--- src/rtl/main_mem_loader.sv ---
// main_mem_loader: packs a byte stream into 32-bit accelerator RAM writes, starts the accelerator and times the run.
// Optional watchdog on the run length: define LOADER_TIMEOUT_EN.
module main_mem_loader #(
    parameter int MEM_BYTES      = 128,
    parameter int BASE_ADDR      = 0,
    parameter int ADDR_W         = 9,
    parameter int TIMEOUT_CYCLES = 200000000
) (
    input  logic              clock,
    input  logic              reset,
    input  logic              in_valid,
    input  logic [7:0]        in_data,
    input  logic              in_last,
    output logic              in_ready,
    output logic              S_we_ram,
    output logic [ADDR_W-1:0] S_addr_ram,
    output logic [31:0]       S_Wdata_ram,
    output logic [6:0]        S_data_ram_size,
    output logic              start_port,
    input  logic              done_port,
    output logic              res_valid,
    input  logic              res_ack,
    output logic [31:0]       sim_cycles,
    output logic              overrun,
    output logic              timeout
);
    localparam int WORDS = MEM_BYTES / 4;
    localparam int WI_W  = $clog2(WORDS + 1);

    typedef enum logic [2:0] {IDLE, LOAD, FLUSH, START, RUN, REPORT} state_t;

    state_t            state_q, state_d;
    logic [31:0]       lane_q, lane_d, cnt_q, cnt_d, cnt_inc, wdata;
    logic [1:0]        lane_idx_q, lane_idx_d;
    logic [WI_W-1:0]   word_idx_q, word_idx_d;
    logic              overrun_q, overrun_d, in_ready_q, start_q, res_valid_q;
    logic              we, accept, in_window;
    logic [ADDR_W-1:0] addr;

    assign accept    = in_valid && in_ready_q;
    assign in_window = word_idx_q < WI_W'(WORDS);
    assign cnt_inc   = &cnt_q ? cnt_q : cnt_q + 32'd1;
    assign addr      = ADDR_W'(BASE_ADDR) + ADDR_W'({word_idx_q, 2'b00});

`ifdef LOADER_TIMEOUT_EN
    localparam logic [31:0] TO = 32'(TIMEOUT_CYCLES);
    logic timeout_q, timeout_d;
    assign timeout = timeout_q;
`else
    logic [31:0] unused_timeout_cycles;
    assign unused_timeout_cycles = 32'(TIMEOUT_CYCLES);
    assign timeout = 1'b0;
`endif

    always_comb begin
        state_d    = state_q;
        lane_d     = lane_q;
        lane_idx_d = lane_idx_q;
        word_idx_d = word_idx_q;
        cnt_d      = cnt_q;
        overrun_d  = overrun_q;
`ifdef LOADER_TIMEOUT_EN
        timeout_d  = timeout_q;
`endif
        we         = 1'b0;
        wdata      = '0;
        case (state_q)
            IDLE, LOAD: begin
                if (accept) begin
                    state_d = LOAD;
                    if (in_window) begin
                        lane_idx_d = lane_idx_q + 2'd1;
                        if (lane_idx_q == 2'd3) begin
                            we         = 1'b1;
                            wdata      = {in_data, lane_q[23:0]};
                            lane_d     = '0;
                            word_idx_d = word_idx_q + WI_W'(1);
                        end else begin
                            lane_d = lane_q | (32'(in_data) << {lane_idx_q, 3'b000});
                        end
                    end else begin
                        overrun_d = 1'b1;
                    end
                    // a partial word still sits in the lanes and needs its own zero-padded write
                    if (in_last)
                        state_d = (in_window && lane_idx_q != 2'd3) ? FLUSH : START;
                end
            end
            FLUSH: begin
                we         = 1'b1;
                wdata      = lane_q;
                lane_d     = '0;
                lane_idx_d = '0;
                word_idx_d = word_idx_q + WI_W'(1);
                state_d    = START;
            end
            START: begin
                cnt_d   = 32'd1;
                state_d = done_port ? REPORT : RUN;
            end
            RUN: begin
                cnt_d = cnt_inc;
                if (done_port)
                    state_d = REPORT;
`ifdef LOADER_TIMEOUT_EN
                else if (cnt_inc >= TO) begin
                    cnt_d     = TO;
                    timeout_d = 1'b1;
                    state_d   = REPORT;
                end
`endif
            end
            REPORT: begin
                if (res_ack) begin
                    state_d    = IDLE;
                    overrun_d  = 1'b0;
`ifdef LOADER_TIMEOUT_EN
                    timeout_d  = 1'b0;
`endif
                    word_idx_d = '0;
                    lane_d     = '0;
                    lane_idx_d = '0;
                end
            end
            default: state_d = IDLE;
        endcase
    end

    always_ff @(posedge clock or negedge reset) begin
        if (!reset) begin
            state_q     <= IDLE;
            lane_q      <= '0;
            lane_idx_q  <= '0;
            word_idx_q  <= '0;
            cnt_q       <= '0;
            overrun_q   <= 1'b0;
`ifdef LOADER_TIMEOUT_EN
            timeout_q   <= 1'b0;
`endif
            in_ready_q  <= 1'b1;
            start_q     <= 1'b0;
            res_valid_q <= 1'b0;
        end else begin
            state_q     <= state_d;
            lane_q      <= lane_d;
            lane_idx_q  <= lane_idx_d;
            word_idx_q  <= word_idx_d;
            cnt_q       <= cnt_d;
            overrun_q   <= overrun_d;
`ifdef LOADER_TIMEOUT_EN
            timeout_q   <= timeout_d;
`endif
            in_ready_q  <= state_d == IDLE || state_d == LOAD;
            start_q     <= state_d == START;
            res_valid_q <= state_d == REPORT;
        end
    end

    assign in_ready        = in_ready_q;
    assign S_we_ram        = we;
    assign S_addr_ram      = we ? addr : '0;
    assign S_Wdata_ram     = wdata;
    assign S_data_ram_size = we ? 7'd32 : 7'd0;
    assign start_port      = start_q;
    assign res_valid       = res_valid_q;
    assign sim_cycles      = cnt_q;
    assign overrun         = overrun_q;
endmodule

--- config.mk ---
export PLATFORM = sky130hd
export DESIGN_NAME = main_mem_loader
export DESIGN_NICKNAME = d
export VERILOG_FILES = /design/src/rtl/main_mem_loader.sv
export SDC_FILE = /design/constraint.sdc
export NUM_CORES = 1
export LEC_CHECK = 0
export CAP_MARGIN = 5
export CORE_MARGIN = 2
export CORE_UTILIZATION = 47
export CTS_BUF_LIST = sky130_fd_sc_hd__clkbuf_8
export CTS_CLUSTER_DIAMETER = 50
export DETAILED_ROUTE_END_ITERATION = 8
export PLACE_DENSITY = 0.82
export SLEW_MARGIN = 20
export SYNTH_ARGS = -nofsm -noshare
export SYNTH_HDL_FRONTEND = slang
export SYNTH_SLANG_ARGS = --single-unit
--- constraint.sdc ---
create_clock -name clock -period 1.88 [get_ports clock]
set_input_delay 0.376 -clock clock [delete_from_list [all_inputs] [get_ports clock]]
set_output_delay 0.376 -clock clock [all_outputs]
set_load 0.03 [all_outputs]
==> metrics.csv, run 1 <==
stage,metric,value,unit
critical_path,crit path capture type,output pin,
grt,pin count of the biggest net entering global routing,37,
run_status,failing checks,setup timing,
run,Max-Cap Viols,0,
yosys,Main synth FF type,dfrtp_1,
critical_path,R2R Setup Slk,-210,ps
run_status,outcome,finished with violations,
yosys,most frequent cell after synthesis,dfrtp_1,
grt,first-pass GRT wire length,20.9,mm
cts,total clock sinks,79,
critical_path,Worst EP required,1500,ps
sta,Final Cycle Share,127,%
power_and_ir_drop,Leakage Power,3.32,nW
power_and_ir_drop,VDD IR max,631,uV
cts,"Clk pin slew, worst setup/hold paths",100,ps
yosys,"Avg Cell Area, Syn",8.89,sq um
yosys,"Distinct cells, synth",51,
detailed_routing,First-pass DRT Iterations,4,
critical_path,reg2reg path depth,8,
sta,Setup TNS,-22580,ps
die,number of I/O pins,100,
detailed_routing,via count,4594,
grt,"Remaining Overflow, GRT",0,
die,die height,98.2,um
die,Core Rows,34,
sta,FMAX,0.419,GHz
grt,GRT Resource Usage Total,26.7,%
critical_path,critical path launch point type,flip-flop,
detailed_routing,WL per Instance,20.1,um
die,Die ar.,9640,sq um
yosys,sequential share of the synthesized area,47.4,%
cts,H-tree depth,3,
placement,post-DP HPWL,8.47,mm
detailed_routing,ANT nets after route,0,
sta,Final Max Tran Viols,0,
placement,dpl cells,704,
cts,worst skew pair latency,380,ps
yosys,synthesized flop and latch total,79,
yosys,Async SR Flop Fraction,100,%
yosys,Area contributors post-synth,"dfrtp_1 (47%), a21oi_1 (5.4%), nor2_1 (5.0%), nor2b_1 (4.4%), nand3_1 (4.0%)",
detailed_routing,drt drc,0,
critical_path,critical path's top delay family,simple AND/OR/NAND/NOR gates,
final_layout,Final Core Density,80.7,%
sta,count of final hold-check violations,0,
yosys,Syn Inst Count,469,
placement,I/O Buffers,89,
sta,RSZ-0062 raised after global routing,yes,
critical_path,Reg-to-Reg End,word_idx_q[4],
sta,min cycle time layout,2390,ps
power_and_ir_drop,PD cells,1310,nW/um^2
detailed_routing,Via density,6.09,
power_and_ir_drop,final total power,9.16,mW
detailed_routing,DRT iter0 DRCs,282,
placement,RD Place Congestion,0.872,
die,starting density of the core,48.1,%
final_layout,nets,658,
min_path,HP Class,input pin to asynchronous set/reset pin,
critical_path,cell at the slowest stage of the critical path,dfrtp_2,
final_layout,Non-Filler Instances,754,
yosys,"EDFF count, synth",0,
yosys,synth cell count leaders,"dfrtp_1 (78), nor2_1 (56), a21oi_1 (45), nand2_1 (41), nand3_1 (33)",
final_layout,synth-to-layout area growth,68.0,%
yosys,Synth top area share,46.8,%
die,Die Width,98.2,um
yosys,Syn. warnings,0,
critical_path,Worst Path Max Fanout,25,
final_layout,n_diodes,0,
final_layout,fill cell count,487,
cts,TritonCTS Buffers,9,
detailed_routing,routed wire length,15.2,mm
critical_path,kind of critical path,flip-flop to output pin,
sta,Final setup viols,87,
grt,vias in the first global route,4270,
cts,Max Buffers Root-to-Sink,2,
critical_path,Crit path arrival time,2010,ps
critical_path,CP Cell Sequence,nor4bb_4 -> a31oi_4 -> buf_12 -> nor2b_4 -> buf_6,
cts,CTS tree,built,
sta,Worst Slack Setup Final,-506,ps
critical_path,worst r2r src,state_q[1],
final_layout,share of cells above drive strength 1,46.9,%
grt,initial antenna violation count,0,
cts,root buffer cell,clkbuf_8,
die,Core ar.,8680,sq um
yosys,Synth area leader,dfrtp_1,
sta,Worst Clk Skew,11.4,ps
critical_path,CP peak stage delay,470,ps
yosys,synthesized area,4170,sq um
critical_path,worst path bufs/invs,2,
[per-layer routing]
| metal | GRT usage [%] | vias to the layer above | share of wire, % |
|---|---|---|---|
| li1 | - | 2010 | - |
| met1 | 34.9 | 2266 | 37 |
| met2 | 45.2 | 279 | 52 |
| met3 | 3.79 | 39 | 7.4 |
| met4 | 10.3 | 0 | 2.8 |
| met5 | 0 | - | 0 |
[area by class of cell]
type | count | area [sq um] | share of cell area (%)
Clock buffer | 9 | 124 | 1.77
Multi-Input combinational cell | 354 | 2730 | 38.9
Sequential cell | 79 | 2010 | 28.7
Tap cell | 108 | 135 | 1.93
Inverter | 9 | 33.8 | 0.482
Timing Repair Buffer | 188 | 1920 | 27.4
Clock inverter | 7 | 55.1 | 0.786
[flip-flops by register name, indices dropped and copies added (netlist names)]
signal	count
sim_cycles	32
lane_idx_q	2
res_valid	1
start_port	1
state_q	3
word_idx_q	6
lane_q	32
overrun	1
in_ready	1
[logic make-up after synthesis]
| logic type | share of synthesized area (%) |
|---|---|
| mux | 0.480 |
| other cells | 0.0899 |
| flops | 47.4 |
| compound gates | 15.3 |
| simple gates | 30.4 |
| buf+inv | 5.37 |
| fa+ha+maj | 0.900 |
[through the flow]
stage | hold WS [ps] | area, sq um | setup slack (ps)
after floorplan | 80.4 | 4610 | -39.8
after global placement | 357 | 5860 | -450
after detailed placement | 363 | 5860 | -486
after CTS | 507 | 6240 | -414
after global routing | 540 | 7010 | -566
final | 513 | 7010 | -506
[power breakdown]
part           internal (mW)  switching (mW)  total, mW
clock                  0.498           0.745       1.24
combinational           2.49            2.76       5.24
sequential              2.19           0.480       2.67
[cells in the final DEF, fill, tap and decap left out, types with 15 or more instances in the layout]
cell,n
nor2b_4,29
a21oi_1,27
nand3_1,29
a21oi_2,15
dfrtp_2,26
nand4_1,17
dlygate4sd2_1,21
clkdlybuf4s50_1,20
nor2_1,41
buf_4,73
nand2_1,38
dfrtp_1,52
buf_6,51
[worst max-delay path by stage]
stage / from / endpoint / slack (ps) / cells past startpoint
floorplan: in_ready / S_Wdata_ram[11] / -40 / 4
global placement: in_valid / S_Wdata_ram[29] / -450 / 6
detailed placement: in_valid / S_Wdata_ram[27] / -490 / 6
CTS: in_ready / S_Wdata_ram[13] / -410 / 5
global route: state_q[2] / S_Wdata_ram[13] / -570 / 5
finish: state_q[2] / S_Wdata_ram[13] / -510 / 5
[timing repair]
| action | CTS | global route |
|---|---|---|
| pin swaps | 7 | 81 |
| gates cloned | 0 | 9 |
| hold buffers | 1 | 0 |
| endpoints found under the hold margin | 31 | 0 |
| gates resized for setup | 68 | 123 |
| setup endpoints to repair | 100 | 108 |
| setup buffers | 7 | 18 |
Note: power is estimated with default switching activity, not from simulation.
==> run 2: changes to the inputs <==
Settings changed: ABC_AREA set to 1, CORE_UTILIZATION 47 to 49, PLACE_DENSITY 0.82 to 0.83.
==> metrics.csv, run 2 <==
stage,metric,value,unit,change
run_status,outcome,finished with violations,,
run_status,failing checks,"hold timing, setup timing",,
yosys,sequential share of the synthesized area,40.0,%,-7.4 points
yosys,synthesized flop and latch total,79,,unchanged
cts,CTS tree,built,,
final_layout,nets,829,,+26%
die,die height,104,um,+6.3%
cts,root buffer cell,clkbuf_8,,
cts,Max Buffers Root-to-Sink,2,,unchanged
power_and_ir_drop,Combinational Power Share,60.4,%,+3.1 points
die,starting density of the core,50.5,%,+2.5 points
detailed_routing,First-pass DRT Iterations,8,,+4
critical_path,CP peak stage delay,540,ps,+70 ps
detailed_routing,ANT nets after route,0,,unchanged
power_and_ir_drop,Internal Power,4.75,mW,-8.2%
yosys,synth cell count leaders,"nand2_1 (158), inv_1 (81), nand3_1 (79), dfrtp_1 (78), nor2_1 (61)",,
critical_path,Worst Path Max Fanout,4,,-84%
sta,count of final hold-check violations,22,,+22
final_layout,synth-to-layout area growth,42.4,%,
yosys,Async SR Flop Fraction,100,%,unchanged
sta,headroom to the max-slew limit,61.3,%,
yosys,Syn. warnings,0,,unchanged
yosys,most frequent cell after synthesis,nand2_1,,
yosys,Main synth FF type,dfrtp_1,,
final_layout,Final Core Density,72.0,%,-8.7 points
power_and_ir_drop,Seq pwr share,25.6,%,-3.6 points
critical_path,"Top cell by count, worst path",buf_6,,
sta,min cycle time layout,2240,ps,-151 ps
critical_path,critical path launch point type,flip-flop,,
final_layout,n_diodes,0,,unchanged
power_and_ir_drop,clock power share,13.9,%,+0.3 points
grt,pin count of the biggest net entering global routing,37,,unchanged
power_and_ir_drop,P_sw,4.51,mW,+13%
grt,"Remaining Overflow, GRT",0,,unchanged
yosys,Synth top area share,39.5,%,-7.3 points
sta,Worst Slack Setup Final,-355,ps,+151 ps
detailed_routing,Via density,5.81,,-4.6%
sta,Setup TNS,-12530,ps,+10050 ps
critical_path,Worst EP required,1500,ps,about the same
critical_path,crit path capture type,output pin,,
die,Core Rows,36,,+5.9%
die,Core ar.,9770,sq um,+13%
power_and_ir_drop,final total power,9.26,mW,+1.1%
sta,Final Max Tran Viols,0,,unchanged
placement,dpl cells,919,,+31%
sta,Fin Hold WS,-28.6,ps,-542 ps
yosys,"Avg Cell Area, Syn",7.05,sq um,-21%
die,number of I/O pins,100,,unchanged
final_layout,most frequent cells in the layout,"nand2_1 (156), inv_1 (80), nand3_1 (78)",,
grt,initial antenna violation count,0,,unchanged
sta,FMAX,0.447,GHz,+6.7%
cts,total clock sinks,79,,unchanged
placement,I/O Buffers,89,,unchanged
cts,"Clk pin slew, worst setup/hold paths",90,ps,about the same
cts,worst skew pair latency,370,ps,about the same
sta,Final setup viols,39,,-55%
detailed_routing,WL per Instance,18.2,um,-9.7%
detailed_routing,via count,5522,,+20%
detailed_routing,drt drc,0,,unchanged
placement,post-DP HPWL,10.4,mm,+22%
critical_path,kind of critical path,flip-flop to output pin,,
cts,CTS Hold Buffers Added,0,,-1
power_and_ir_drop,Leakage Power,3.23,nW,-2.7%
sta,Final Cycle Share,119,%,-8.0 points
grt,GRT Resource Usage Total,29.6,%,+2.9 points
placement,RD Place Congestion,0.973,,+12%
final_layout,Non-Filler Instances,950,,+26%
cts,TritonCTS Buffers,9,,unchanged
yosys,Synth area leader,dfrtp_1,,
yosys,synthesized area,4940,sq um,+18%
sta,slew at the pin with the worst max-slew slack,580,ps,
sta,Worst Clk Skew,12.1,ps,+0.648 ps
die,Die Width,104,um,+6.3%
power_and_ir_drop,VDD IR max,816,uV,+29%
sta,RSZ-0062 raised after global routing,yes,,
detailed_routing,DRT iter0 DRCs,444,,+57%
power_and_ir_drop,sw frac,48.7,%,+5.2 points
die,Die ar.,10900,sq um,+13%
final_layout,"most common cell after layout, fill and taps aside",nand2_1,,
min_path,HP Class,input pin to asynchronous set/reset pin,,
final_layout,fill cell count,721,,+48%
final_layout,share of cells above drive strength 1,21.9,%,-25 points
grt,vias in the first global route,5264,,+23%
power_and_ir_drop,PD cells,1320,nW/um^2,+0.69%
yosys,Syn Inst Count,701,,+49%
grt,first-pass GRT wire length,26.0,mm,+25%
yosys,Area contributors post-synth,"dfrtp_1 (40%), nand2_1 (12%), nand3_1 (8.0%), inv_1 (6.2%), o21ai_0 (5.7%)",,
yosys,"Distinct cells, synth",38,,-25%
run,Max-Cap Viols,0,,unchanged
cts,H-tree depth,3,,unchanged
critical_path,cell at the slowest stage of the critical path,dfstp_2,,
critical_path,Crit path arrival time,1860,ps,-150 ps
critical_path,CP Cell Sequence,nand2_2 -> inv_2 -> nand4_1 -> buf_6 -> clkbuf_16 -> a21oi_4 -> buf_6,,
detailed_routing,routed wire length,17.3,mm,+14%
yosys,"EDFF count, synth",0,,unchanged
[run 2: cell types whose count changed in the layout (fill, tap and decap cells not counted), sizes merged, moves of 8 or more]
cell | before | now
nor2 | 56 | 67
nand2 | 42 | 164
a22o | 11 | 0
or3 | 9 | 0
and3 | 8 | 0
o21ai | 23 | 84
buf | 133 | 82
o22ai | 0 | 8
nand3 | 36 | 81
a31oi | 10 | 0
inv | 13 | 88
nor2b | 29 | 0
[run 2: worst paths after layout]
check,start,end,cells past startpoint,slack (ps)
min reg2reg,overrun,overrun,2,520
max,in_ready,S_Wdata_ram[2],7,-360
min,reset,sim_cycles[12],1,-30
max reg2reg,state_q[0],lane_q[2],10,30
min in group clock,overrun,overrun,2,520
max in group asynchronous,reset,lane_q[14],2,1390
[run 2: layer usage]
layer | global-route usage, % | vias to the layer above | wire (um)
li1 | - | 2498 | -
met5 | 0 | - | 0
met3 | 5.39 | 72 | 1400
met4 | 8.49 | 0 | 574
met2 | 53.6 | 337 | 8660
met1 | 35.8 | 2615 | 6620
[run 2: area by class of cell]
type	instances	area [sq um]	area share, %
Multi-Input combinational cell	503	2890	41.1
Sequential cell	79	1980	28.2
Timing Repair Buffer	132	1480	21.1
Inverter	87	327	4.64
Tap cell	133	166	2.37
Clock buffer	10	138	1.96
Clock inverter	6	52.6	0.747
[run 2: timing repair]
item / 4_1_cts / 5_1_grt
resized for setup: 105 / 15
endpoints found under the hold margin: 0 / 0
setup buffers: 6 / 2
endpoints found under the setup margin: 65 / 54
gates cloned: 5 / 2
pin swaps: 1 / 5
[run 2: kinds of logic after synthesis]
kind of cell             after synthesis  synth area share [%]
AO/OA/AOI/OAI                        142                  15.6
XOR/XNOR                               7                  1.24
adder cells (fa/ha/maj)                3                 0.760
buffers and inverters                128                  11.2
flip-flops                            79                  40.0
other                                  1                0.0759
AND/OR/NAND/NOR                      341                  31.0
[run 2: critical path: cells and delay by family, from the launching register on]
kind | cells | cell delay (ps)
simple gates | 2 | 230
compound gates | 1 | 130
buf+inv | 4 | 590
flops | 1 | 540
[run 2: metrics by stage]
step	instance area, sq um	setup WS, ps
after floorplan	5230	-53.1
after global placement	6230	-186
after detailed placement	6230	-271
after CTS	6920	-290
after global routing	7040	-385
final	7040	-355
[run 2: power by group through the flow]
stage          registers (mW)  logic [mW]  clock network, mW
2_1_floorplan            2.43        3.04                  0
3_3_place_gp             2.37        4.26                  0
3_5_place_dp             2.39        4.45                  0
4_1_cts                  2.35        4.94               1.28
5_1_grt                  2.41        5.88               1.36
6_report                 2.37        5.59               1.29
